[src/rtl/dma_priority_arbiter_if.sv]
// Handshake/bus bundle between the DMA channel-request logic, the CPU hold
// interface and the arbiter; master drives requests/config, slave is the arbiter.
interface dma_priority_arbiter_if #(parameter int NCH = 4);
  logic [NCH-1:0] DREQ;
  logic           HLDA;
  logic [NCH-1:0] maskReg;
  logic [NCH-1:0] requestReg;
  logic [7:0]     commandReg;
  logic           serviceDone;
  logic           HRQ;
  logic [NCH-1:0] DACK;
  logic [NCH-1:0] validDREQ;
  logic [1:0]     activeCh;
  logic           chActive;

  modport master (
    output DREQ, HLDA, maskReg, requestReg, commandReg, serviceDone,
    input  HRQ, DACK, validDREQ, activeCh, chActive
  );
  modport slave (
    input  DREQ, HLDA, maskReg, requestReg, commandReg, serviceDone,
    output HRQ, DACK, validDREQ, activeCh, chActive
  );
endinterface

[src/rtl/dma_priority_arbiter.sv]
// 4-channel DMA request arbiter: qualifies DREQs, picks a winner by fixed or
// rotating priority, and runs the HRQ/HLDA/DACK hold handshake with the CPU.
module dma_arb_chan (
  input  logic dreq_s,
  input  logic dreq_lo,
  input  logic mask,
  input  logic sw_req,
  input  logic grant,
  input  logic dack_hi,
  output logic valid,
  output logic dack
);
  // Software requests deliberately bypass the mask.
  assign valid = ((dreq_s ^ dreq_lo) & ~mask) | sw_req;
  assign dack  = dack_hi ? grant : ~grant;
endmodule

module dma_priority_arbiter #(
  parameter int NCH = 4
) (
  input logic                  CLK,
  input logic                  RESET_N,
  dma_priority_arbiter_if.slave bus
);
  typedef enum logic [1:0] {IDLE, REQ, GRANT, RELEASE} state_t;

  state_t         state, state_nxt;
  logic [NCH-1:0] dreq_s;
  logic [NCH-1:0] grant_q, grant_nxt;
  logic [1:0]     act_q, act_nxt;
  logic [1:0]     last_q, last_nxt;
  logic [NCH-1:0] valid;
  logic [1:0]     win, start, idx;
  logic           found;

  genvar g;
  generate
    for (g = 0; g < NCH; g++) begin : g_ch
      dma_arb_chan u_ch (
        .dreq_s (dreq_s[g]),
        .dreq_lo(bus.commandReg[6]),
        .mask   (bus.maskReg[g]),
        .sw_req (bus.requestReg[g]),
        .grant  (grant_q[g]),
        .dack_hi(bus.commandReg[7]),
        .valid  (valid[g]),
        .dack   (bus.DACK[g])
      );
    end
  endgenerate

  // Fixed priority is the rotating search anchored at channel 0.
  always_comb begin
    start = bus.commandReg[4] ? last_q + 2'd1 : 2'd0;
    win   = 2'd0;
    found = 1'b0;
    idx   = 2'd0;
    for (int k = 0; k < NCH; k++) begin
      idx = start + k[1:0];
      if (!found && valid[idx]) begin
        win   = idx;
        found = 1'b1;
      end
    end
  end

  always_ff @(posedge CLK or negedge RESET_N) begin
    if (!RESET_N) begin
      state   <= IDLE;
      dreq_s  <= '0;
      grant_q <= '0;
      act_q   <= 2'd0;
      last_q  <= 2'd3;
    end else begin
      state   <= state_nxt;
      dreq_s  <= bus.DREQ;
      grant_q <= grant_nxt;
      act_q   <= act_nxt;
      last_q  <= last_nxt;
    end
  end

  always_comb begin
    state_nxt = state;
    grant_nxt = grant_q;
    act_nxt   = act_q;
    last_nxt  = last_q;
    case (state)
      IDLE: begin
        if (!bus.commandReg[2] && found) begin
          act_nxt   = win;
          state_nxt = REQ;
        end
      end
      REQ: begin
        if (bus.HLDA) begin
          grant_nxt         = '0;
          grant_nxt[act_q]  = 1'b1;
          state_nxt         = GRANT;
        end else if (!found || bus.commandReg[2]) begin
          state_nxt = IDLE;
        end
      end
      GRANT: begin
        // Controller disable is ignored here: a live grant always runs out.
        if (bus.serviceDone) begin
          last_nxt  = act_q;
          grant_nxt = '0;
          state_nxt = bus.HLDA ? RELEASE : IDLE;
        end else if (!bus.HLDA) begin
          grant_nxt = '0;
          state_nxt = IDLE;
        end
      end
      RELEASE: begin
        if (!bus.HLDA) state_nxt = IDLE;
      end
      default: state_nxt = IDLE;
    endcase
  end

  assign bus.HRQ       = (state == REQ) || (state == GRANT);
  assign bus.chActive  = (state == GRANT);
  assign bus.activeCh  = act_q;
  assign bus.validDREQ = valid;
endmodule

[src/flat_wrapper.sv]
// flat-port wrapper written by rule: the top's interface ports become plain ports
module dma_priority_arbiter_flat 
#(
  parameter int NCH = 4
)
  (CLK, RESET_N, bus_DREQ, bus_HLDA, bus_maskReg, bus_requestReg, bus_commandReg, bus_serviceDone, bus_HRQ, bus_DACK, bus_validDREQ, bus_activeCh, bus_chActive);
  dma_priority_arbiter_if #(.NCH(NCH)) bus_i ();
  input logic CLK;
  input logic RESET_N;
  input wire logic [$bits(bus_i.DREQ)-1:0] bus_DREQ;
  input wire logic [$bits(bus_i.HLDA)-1:0] bus_HLDA;
  input wire logic [$bits(bus_i.maskReg)-1:0] bus_maskReg;
  input wire logic [$bits(bus_i.requestReg)-1:0] bus_requestReg;
  input wire logic [$bits(bus_i.commandReg)-1:0] bus_commandReg;
  input wire logic [$bits(bus_i.serviceDone)-1:0] bus_serviceDone;
  output wire logic [$bits(bus_i.HRQ)-1:0] bus_HRQ;
  output wire logic [$bits(bus_i.DACK)-1:0] bus_DACK;
  output wire logic [$bits(bus_i.validDREQ)-1:0] bus_validDREQ;
  output wire logic [$bits(bus_i.activeCh)-1:0] bus_activeCh;
  output wire logic [$bits(bus_i.chActive)-1:0] bus_chActive;
  assign bus_i.DREQ = bus_DREQ;
  assign bus_i.HLDA = bus_HLDA;
  assign bus_i.maskReg = bus_maskReg;
  assign bus_i.requestReg = bus_requestReg;
  assign bus_i.commandReg = bus_commandReg;
  assign bus_i.serviceDone = bus_serviceDone;
  assign bus_HRQ = bus_i.HRQ;
  assign bus_DACK = bus_i.DACK;
  assign bus_validDREQ = bus_i.validDREQ;
  assign bus_activeCh = bus_i.activeCh;
  assign bus_chActive = bus_i.chActive;
  dma_priority_arbiter #(.NCH(NCH)) u_core (.CLK(CLK), .RESET_N(RESET_N), .bus(bus_i));
endmodule
[config.mk]
export PLATFORM = sky130hd
export DESIGN_NAME = dma_priority_arbiter_flat
export DESIGN_NICKNAME = d
export VERILOG_FILES = /design/src/rtl/dma_priority_arbiter_if.sv /design/src/rtl/dma_priority_arbiter.sv /design/src/flat_wrapper.sv
export SDC_FILE = /design/constraint.sdc
export NUM_CORES = 1
export LEC_CHECK = 0
export BUFFER_PORTS_ARGS = -buffer_cell sky130_fd_sc_hd__buf_4
export CAP_MARGIN = 40
export CORE_MARGIN = 8
export CORE_UTILIZATION = 49
export DETAILED_ROUTE_END_ITERATION = 8
export PLACE_DENSITY = 0.79
export RECOVER_POWER = 50
export SYNTH_ARGS = -nofsm -noshare
export SYNTH_HDL_FRONTEND = slang
export SYNTH_HIERARCHICAL = 1
export SYNTH_SLANG_ARGS = --single-unit
export TNS_END_PERCENT = 20
[constraint.sdc]
create_clock -name CLK -period 2.2 [get_ports CLK]
set_input_delay 0.44 -clock CLK [delete_from_list [all_inputs] [get_ports CLK]]
set_output_delay 0.44 -clock CLK [all_outputs]
set_load 0.01 [all_outputs]
After elaboration in Yosys (flattened, before gate mapping)
Cells that the tools add are included.
Storage, ports and cells
  flip-flop bits (word level): 14
  word-level logic and storage cells: 94
  output and inout port bits: 12
  bits of input ports: 24
Operators by class
  bitwise logic cells: 20
  multiplexer cells: 34
  $add $sub $neg: 4
  order comparisons: 6
  equal/unequal tests: 7
  reduce and logical (&&, ||, !) cells: 18
Operators with widths (count)
  $mux 2: 11
  $lt 2x3->1 const B: 5
  $mux 1: 13
  $mux 4: 3
  $bmux 1 s2: 4
  $not 1->1: 8
  $pmux 2 s4: 1
  $pmux 4 s2: 1
  $reduce_and 2->1: 3
  $logic_and 1x1->1: 5
  $logic_not 1->1: 5
  $add 2x1->2 const B: 2
  $add 2x2->2 const B: 2
  $and 1x1->1: 4
  $eq 2x2->1 const B: 2
  $or 1x1->1: 4
  $xor 1x1->1: 4
  $ne 3x2->1 const B: 1
  $ne 3x3->1 const B: 1
  $reduce_and 3->1: 1
  $demux 1 s2: 1
  $eq 2x1->1 const B: 1
  $ge 2x1->1 const B: 1
  $logic_not 2->1: 1
  other kinds (4): 5

Longest topological paths before layout
  word-level depth: 20
  mapped depth: 8

Cells and area by module
The synthesis kept the hierarchy.
Modules (own cells, without submodules)
  dma_priority_arbiter: times used 1, cells an instance 93, seq. area each 352.8 um2, area each 934.6 um2
  dma_arb_chan: times used 4, cells an instance 3, seq. area each 0.0 um2, area each 25.0 um2

Least setup slack after synthesis
No wires, ideal clock.
  kind: input-to-reg
  from: input bus_commandReg[6]
  to: register u_core.act_q[0], in the netlist u_core/bus.activeCh[0]
  path buffers: 0
  stages: 8
  path slack: 0.060 ns
  arrival time: 2.015 ns
  cells stage by stage: xnor2_1 -> o21bai_1 -> nor2b_1 -> o21ai_0 -> o221ai_2 -> nand3_2 -> and3b_4 -> mux2_4
On the way
  longest elaborated chain between the ends: 17
Ends and longest elaborated chain
  from (decl): RTL line flat_wrapper.sv:14  | input wire logic [$bits(bus_i.commandReg)-1:0] bus_commandReg;
  $xor 1x1->1 (*): RTL line dma_priority_arbiter.sv:14  | assign valid = ((dreq_s ^ dreq_lo) & ~mask) | sw_req;
  $and 1x1->1 (*): RTL line dma_priority_arbiter.sv:14
  $or 1x1->1 (*): RTL line dma_priority_arbiter.sv:14
  named net bus_validDREQ[2]: RTL line flat_wrapper.sv:18  | output wire logic [$bits(bus_i.validDREQ)-1:0] bus_validDREQ;
  $bmux 1 s2: RTL line dma_priority_arbiter.sv:60  | if (!found && valid[idx]) begin
  $mux 1 (implied by the code): RTL line dma_priority_arbiter.sv:60
  $mux 1: RTL line dma_priority_arbiter.sv:60
  $logic_not 1->1: RTL line dma_priority_arbiter.sv:60
  [2 not listed]
  $logic_not 1->1: RTL line dma_priority_arbiter.sv:60
  $logic_and 1x1->1: RTL line dma_priority_arbiter.sv:60
  $mux 1: RTL line dma_priority_arbiter.sv:60
  $logic_not 1->1: RTL line dma_priority_arbiter.sv:60
  $logic_and 1x1->1: RTL line dma_priority_arbiter.sv:60
  $mux 1: RTL line dma_priority_arbiter.sv:60
  $logic_and 1x1->1: RTL line dma_priority_arbiter.sv:90  | if (!bus.commandReg[2] && found) begin
  $reduce_and 2->1 (no source line)
  to (signal assigned): RTL line dma_priority_arbiter.sv:78  | act_q <= act_nxt;
  to (decl): RTL line dma_priority_arbiter.sv:30  | logic [1:0] act_q, act_nxt;
The timed path passes the listed nets; every way through them passes the cells marked *. The select of a mux whose other input is x is not followed.
A chain may end at the register's enable or synchronous reset.

Final worst setup path
  from: register u_core.dreq_s[3]
  to: register u_core.state[0]
On the way
  longest elaborated chain between the ends: 19
Ends and longest elaborated chain
  from (decl): RTL line dma_priority_arbiter.sv:28  | logic [NCH-1:0] dreq_s;
  from (signal assigned): RTL line dma_priority_arbiter.sv:76  | dreq_s <= bus.DREQ;
  $xor 1x1->1 (*): RTL line dma_priority_arbiter.sv:14
  $and 1x1->1 (*): RTL line dma_priority_arbiter.sv:14
  $or 1x1->1 (*): RTL line dma_priority_arbiter.sv:14
  $bmux 1 s2: RTL line dma_priority_arbiter.sv:60
  $mux 1 (implied by the code): RTL line dma_priority_arbiter.sv:60
  $mux 1: RTL line dma_priority_arbiter.sv:60
  $logic_not 1->1: RTL line dma_priority_arbiter.sv:60
  $logic_and 1x1->1: RTL line dma_priority_arbiter.sv:60
  [3 not listed]
  $mux 1: RTL line dma_priority_arbiter.sv:60
  $logic_not 1->1: RTL line dma_priority_arbiter.sv:60
  $logic_and 1x1->1: RTL line dma_priority_arbiter.sv:60
  $mux 1 (*): RTL line dma_priority_arbiter.sv:60
  $logic_not 1->1: RTL line dma_priority_arbiter.sv:100  | end else if (!found || bus.commandReg[2]) begin
  $logic_or 1x1->1: RTL line dma_priority_arbiter.sv:100
  $ne 3x2->1 (no source line)
  $reduce_and 2->1 (no source line) (*)
  to (signal assigned): RTL line dma_priority_arbiter.sv:75  | state <= state_nxt;
  to (decl): RTL line dma_priority_arbiter.sv:27  | state_t state, state_nxt;
Mark *: on every way between the ends. The rest lies on a longest branch, timed or not. The select of a mux whose other input is x is not followed.

==> run_summary.xml <==
<?xml version="1.0" encoding="UTF-8"?>
<metrics>
  <group name="synthesis">
    <metric name="syn-instance-count" unit="">105</metric>
    <metric name="ys_seq_elements" unit="">14</metric>
    <metric name="synth_cell_types" unit="">34</metric>
    <metric name="syn-mean-instance-area" unit="sq um">9.85</metric>
    <metric name="syn-cell-area" unit="sq um">1030</metric>
    <metric name="postSynthNetCount" unit="">134</metric>
    <metric name="synth.yosys.seq_area_share" unit="%">34.1</metric>
    <metric name="synth_warnings" unit="">6</metric>
  </group>
  <group name="timing">
    <metric name="rsz0062_at_grt" unit="">false</metric>
    <metric name="clock.fmax" unit="MHz">486</metric>
    <metric name="final_max_slew_viol_count" unit="">0</metric>
    <metric name="actual_transition_at_the_worst_max_transition_pin" unit="ps">700</metric>
    <metric name="period_share" unit="%">93.5</metric>
    <metric name="finalHoldWorstSlack" unit="ps">299</metric>
    <metric name="timing_hold_violations_final" unit="">0</metric>
    <metric name="setup_viol_count_final" unit="">0</metric>
    <metric name="period_needed" unit="ps">2060</metric>
    <metric name="relSlewSlack" unit="%">53.4</metric>
    <metric name="finalClockSkew" unit="ps">0.704</metric>
  </group>
  <group name="clock_network">
    <metric name="clk_pin_slew_worst_paths" unit="ps">80</metric>
    <metric name="max-clock-path-buffers" unit="">2</metric>
    <metric name="cts_tree" unit="">yes</metric>
    <metric name="cts_htree_levels" unit="">1</metric>
    <metric name="clk-insertion-delay-late" unit="ps">260</metric>
    <metric name="cts_num_sinks" unit="">14</metric>
    <metric name="tritoncts.num_buffers" unit="">3</metric>
    <metric name="post-cts-setup-buffers" unit="">0</metric>
    <metric name="cts-root-buf" unit="">clkbuf_4</metric>
  </group>
  <group name="critical_path">
    <metric name="rr_worst_depth" unit="">9</metric>
    <metric name="rr_endpoint" unit="">u_core/state[0]$_DFFE_PN0P_</metric>
    <metric name="r2r_setup_slack" unit="ps">140</metric>
    <metric name="worstPathArrival" unit="ps">2230</metric>
    <metric name="worstSetupEndpoint" unit="">u_core/state[0]$_DFFE_PN0P_</metric>
    <metric name="critPathRequiredTime" unit="ps">2380</metric>
    <metric name="timing_startpoint_of_the_critical_path" unit="">u_core/dreq_s[3]$_DFF_PN0_</metric>
    <metric name="critPathKind" unit="">flop to flop</metric>
    <metric name="crit_path_start_kind" unit="">flop</metric>
    <metric name="crit_path_end_kind" unit="">flop</metric>
    <metric name="reg_to_reg_critical_path_startpoint" unit="">u_core/dreq_s[3]$_DFF_PN0_</metric>
    <metric name="critical_path.max_fanout" unit="">7</metric>
  </group>
  <group name="pwr">
    <metric name="ir_drop" unit="uV">718</metric>
    <metric name="power_switching_share" unit="%">39.6</metric>
    <metric name="power_report.internal_total" unit="mW">0.870</metric>
    <metric name="power.share.clock" unit="%">12.1</metric>
    <metric name="power.static_leakage" unit="nW">0.631</metric>
    <metric name="power.share.combinational" unit="%">55.5</metric>
    <metric name="seq_power_share" unit="%">32.4</metric>
    <metric name="post-layout-total-power" unit="mW">1.44</metric>
    <metric name="switchingPower" unit="mW">0.570</metric>
    <metric name="pwr_per_cell_area" unit="nW/um^2">1060</metric>
  </group>
  <group name="cells_and_area">
    <metric name="design.final.nets" unit="">174</metric>
    <metric name="finalCoreUtilization" unit="%">68.7</metric>
    <metric name="layoutNonFillerInstCount" unit="">171</metric>
    <metric name="nFillCells" unit="">150</metric>
    <metric name="finish.instance_area" unit="sq um">1360</metric>
    <metric name="diodes" unit="">0</metric>
    <metric name="syn2layout_area_growth" unit="%">31.6</metric>
    <metric name="final_layout_size_suffix_gt1_share" unit="%">38.2</metric>
  </group>
  <group name="detailed_routing">
    <metric name="vias_per_cell" unit="">5.36</metric>
    <metric name="routed-via-count" unit="">916</metric>
    <metric name="route.antenna.remaining_nets" unit="">0</metric>
    <metric name="dr.pass1.iters" unit="">4</metric>
    <metric name="drt_first_iter_violations" unit="">26</metric>
    <metric name="drc_errors" unit="">0</metric>
    <metric name="routed_wire_length_per_instance" unit="um">14.5</metric>
    <metric name="wirelength" unit="um">2480</metric>
  </group>
  <group name="placement">
    <metric name="dp.cells" unit="">166</metric>
    <metric name="placement.cell_area" unit="sq um">1320</metric>
    <metric name="port_buffers" unit="">31</metric>
    <metric name="gpl.final_weighted_congestion" unit="">0.820</metric>
    <metric name="hpwlAfterDp" unit="um">2080</metric>
  </group>
  <group name="worst_hold_path">
    <metric name="min_path_type" unit="">primary input to flop</metric>
  </group>
  <group name="job">
    <metric name="timing.max_cap.violations" unit="">0</metric>
  </group>
  <group name="global_route">
    <metric name="global_route.usage.total" unit="%">13.7</metric>
    <metric name="global_route_wire_length_before_repair" unit="um">4040</metric>
    <metric name="grt_remaining_overflow" unit="">0</metric>
    <metric name="first_global_vias" unit="">957</metric>
    <metric name="grt_antenna_before_repair" unit="">0</metric>
    <metric name="largest_net_degree_at_the_start_of_global_routing" unit="">15</metric>
  </group>
  <group name="floorplan">
    <metric name="core" unit="sq um">1980</metric>
    <metric name="die_h" unit="um">62.0</metric>
    <metric name="die-width" unit="um">62.0</metric>
    <metric name="starting_utilization_of_the_core_area" unit="%">52.2</metric>
    <metric name="top_level_ports" unit="">36</metric>
    <metric name="dieArea" unit="sq um">3840</metric>
    <metric name="floorplan.rows" unit="">16</metric>
  </group>
  <group name="status">
    <metric name="run_status" unit="">finished clean</metric>
  </group>
</metrics>
how the worst min path moves through the flow:
stage                      from                            endpoint  slack, ps  cells past startpoint
floorplan               RESET_N  u_core/bus.activeCh[0]$_DFFE_PN0P_        140                      0
global placement        RESET_N          u_core/dreq_s[0]$_DFF_PN0_        290                      1
detailed placement      RESET_N          u_core/dreq_s[0]$_DFF_PN0_        290                      1
CTS                     RESET_N          u_core/dreq_s[0]$_DFF_PN0_          3                      1
global route        bus_DREQ[2]          u_core/dreq_s[2]$_DFF_PN0_        280                      1
finish              bus_DREQ[0]          u_core/dreq_s[0]$_DFF_PN0_        300                      1
flip-flops by register name, summed over array words and instances, names as in the netlist:
signal and count:
u_core/dreq_s 4, u_core/grant_q 4, u_core/bus.activeCh 2, u_core/last_q 2, u_core/state 2
timing repair:
action	CTS	global route
endpoints found under the hold margin	0	6
hold buffers	0	1
endpoints found under the setup margin	0	1
gates resized for setup	0	2
worst max-delay path, cell delays in order, from the launching register on:
cell      delay, ps
dfrtp_1         380
xnor2_1         130
o21bai_1        240
buf_4           200
nand2_1          60
o21ai_0         230
nor2_2           80
nand3_2         100
mux2i_2         290
mux2i_1         270
stage by stage:
stage	setup TNS, ps	setup slack [ps]
detailed placement	-199	-104
floorplan	0	59.5
global placement	0	22.6
global route	0	27.1
finish	0	144
CTS	0	76.8
metal layers:
layer | up-vias | part of all wire [%] | global-route usage, %
met5 | - | 0 | 0
met2 | 18 | 54 | 25.5
met1 | 449 | 41 | 15.2
met3 | 2 | 4.4 | 1.85
met4 | 0 | 0.56 | 4.87
li1 | 447 | - | -
logic make-up (layout without fill, tap and decap cells):
kind of cell / count (synthesis) / after routing / share of synthesized area [%]
and+or+nand+nor: 28 / 28 / 16.3
muxes: 11 / 11 / 12.5
adders and majority gates: 5 / 5 / 6.05
DFF: 14 / 14 / 34.1
xor gates and xnor gates: 8 / 8 / 6.77
AOI/OAI and AO/OA: 28 / 28 / 18.9
buffers and inverters: 11 / 50 / 5.44
cells in the mapped netlist, drive strengths merged:
cell	instances	share of area, %
o221ai	1	1.5
nand2b	4	2.4
and2b	1	0.73
o21bai	4	2.9
nand2	8	2.9
a21boi	1	1.1
o31ai	1	0.73
nor2	3	1.3
o21ai	11	5.3
clkbuf	1	0.36
a22o	1	0.85
o32ai	1	1.6
nor2b	2	1.2
a21oi	4	1.9
ha	5	6.0
buf	2	2.2
nand4b	2	1.7
mux2i	5	4.8
or2b	1	0.73
nand3	3	1.9
a21bo	1	0.97
inv	8	2.9
and3b	1	1.2
mux2	6	7.6
o41ai	1	0.85
dfstp	2	5.1
dfrtp	12	29
xnor2	8	6.8
a31oi	2	1.2
nor3b	3	2.2
placed cells by master, fill, tap and decap left out, types with 2 or more instances in the layout:
master | netlist | layout
buf_4 | 0 | 30
dfrtp_1 | 12 | 12
o21ai_0 | 10 | 10
inv_1 | 8 | 8
nand2_1 | 8 | 8
xnor2_1 | 8 | 8
clkbuf_4 | 0 | 7
ha_1 | 5 | 5
mux2i_1 | 5 | 4
a21oi_1 | 4 | 4
o21bai_1 | 4 | 4
clkbuf_1 | 1 | 3
nand2b_1 | 4 | 3
mux2_4 | 3 | 3
nor3b_1 | 3 | 3
mux2_2 | 3 | 3
a31oi_1 | 2 | 2
nor2_1 | 2 | 2
nand3_1 | 2 | 2
nor2b_1 | 2 | 2
nand4b_1 | 2 | 2
dfstp_2 | 2 | 2
cell type report:
| cell class | count | area [sq um] | share of cell area, % |
|---|---|---|---|
| repair buffers | 38 | 277 | 20.3 |
| flip-flops and latches | 14 | 353 | 25.9 |
| clock buffers | 4 | 36.3 | 2.67 |
| multi-input cells | 80 | 632 | 46.4 |
| well taps | 27 | 33.8 | 2.48 |
| inverters | 8 | 30.0 | 2.21 |
power groups by stage:
stage          registers [mW]  logic (mW)  clock network (mW)
5_1_grt                 0.482       0.877               0.194
3_3_place_gp            0.463       0.767                   0
4_1_cts                 0.470       0.808               0.180
2_1_floorplan           0.436       0.553                   0
3_5_place_dp            0.475       0.805                   0
6_report                0.467       0.799               0.174
No activity file was read; power rests on OpenSTA's default activity.
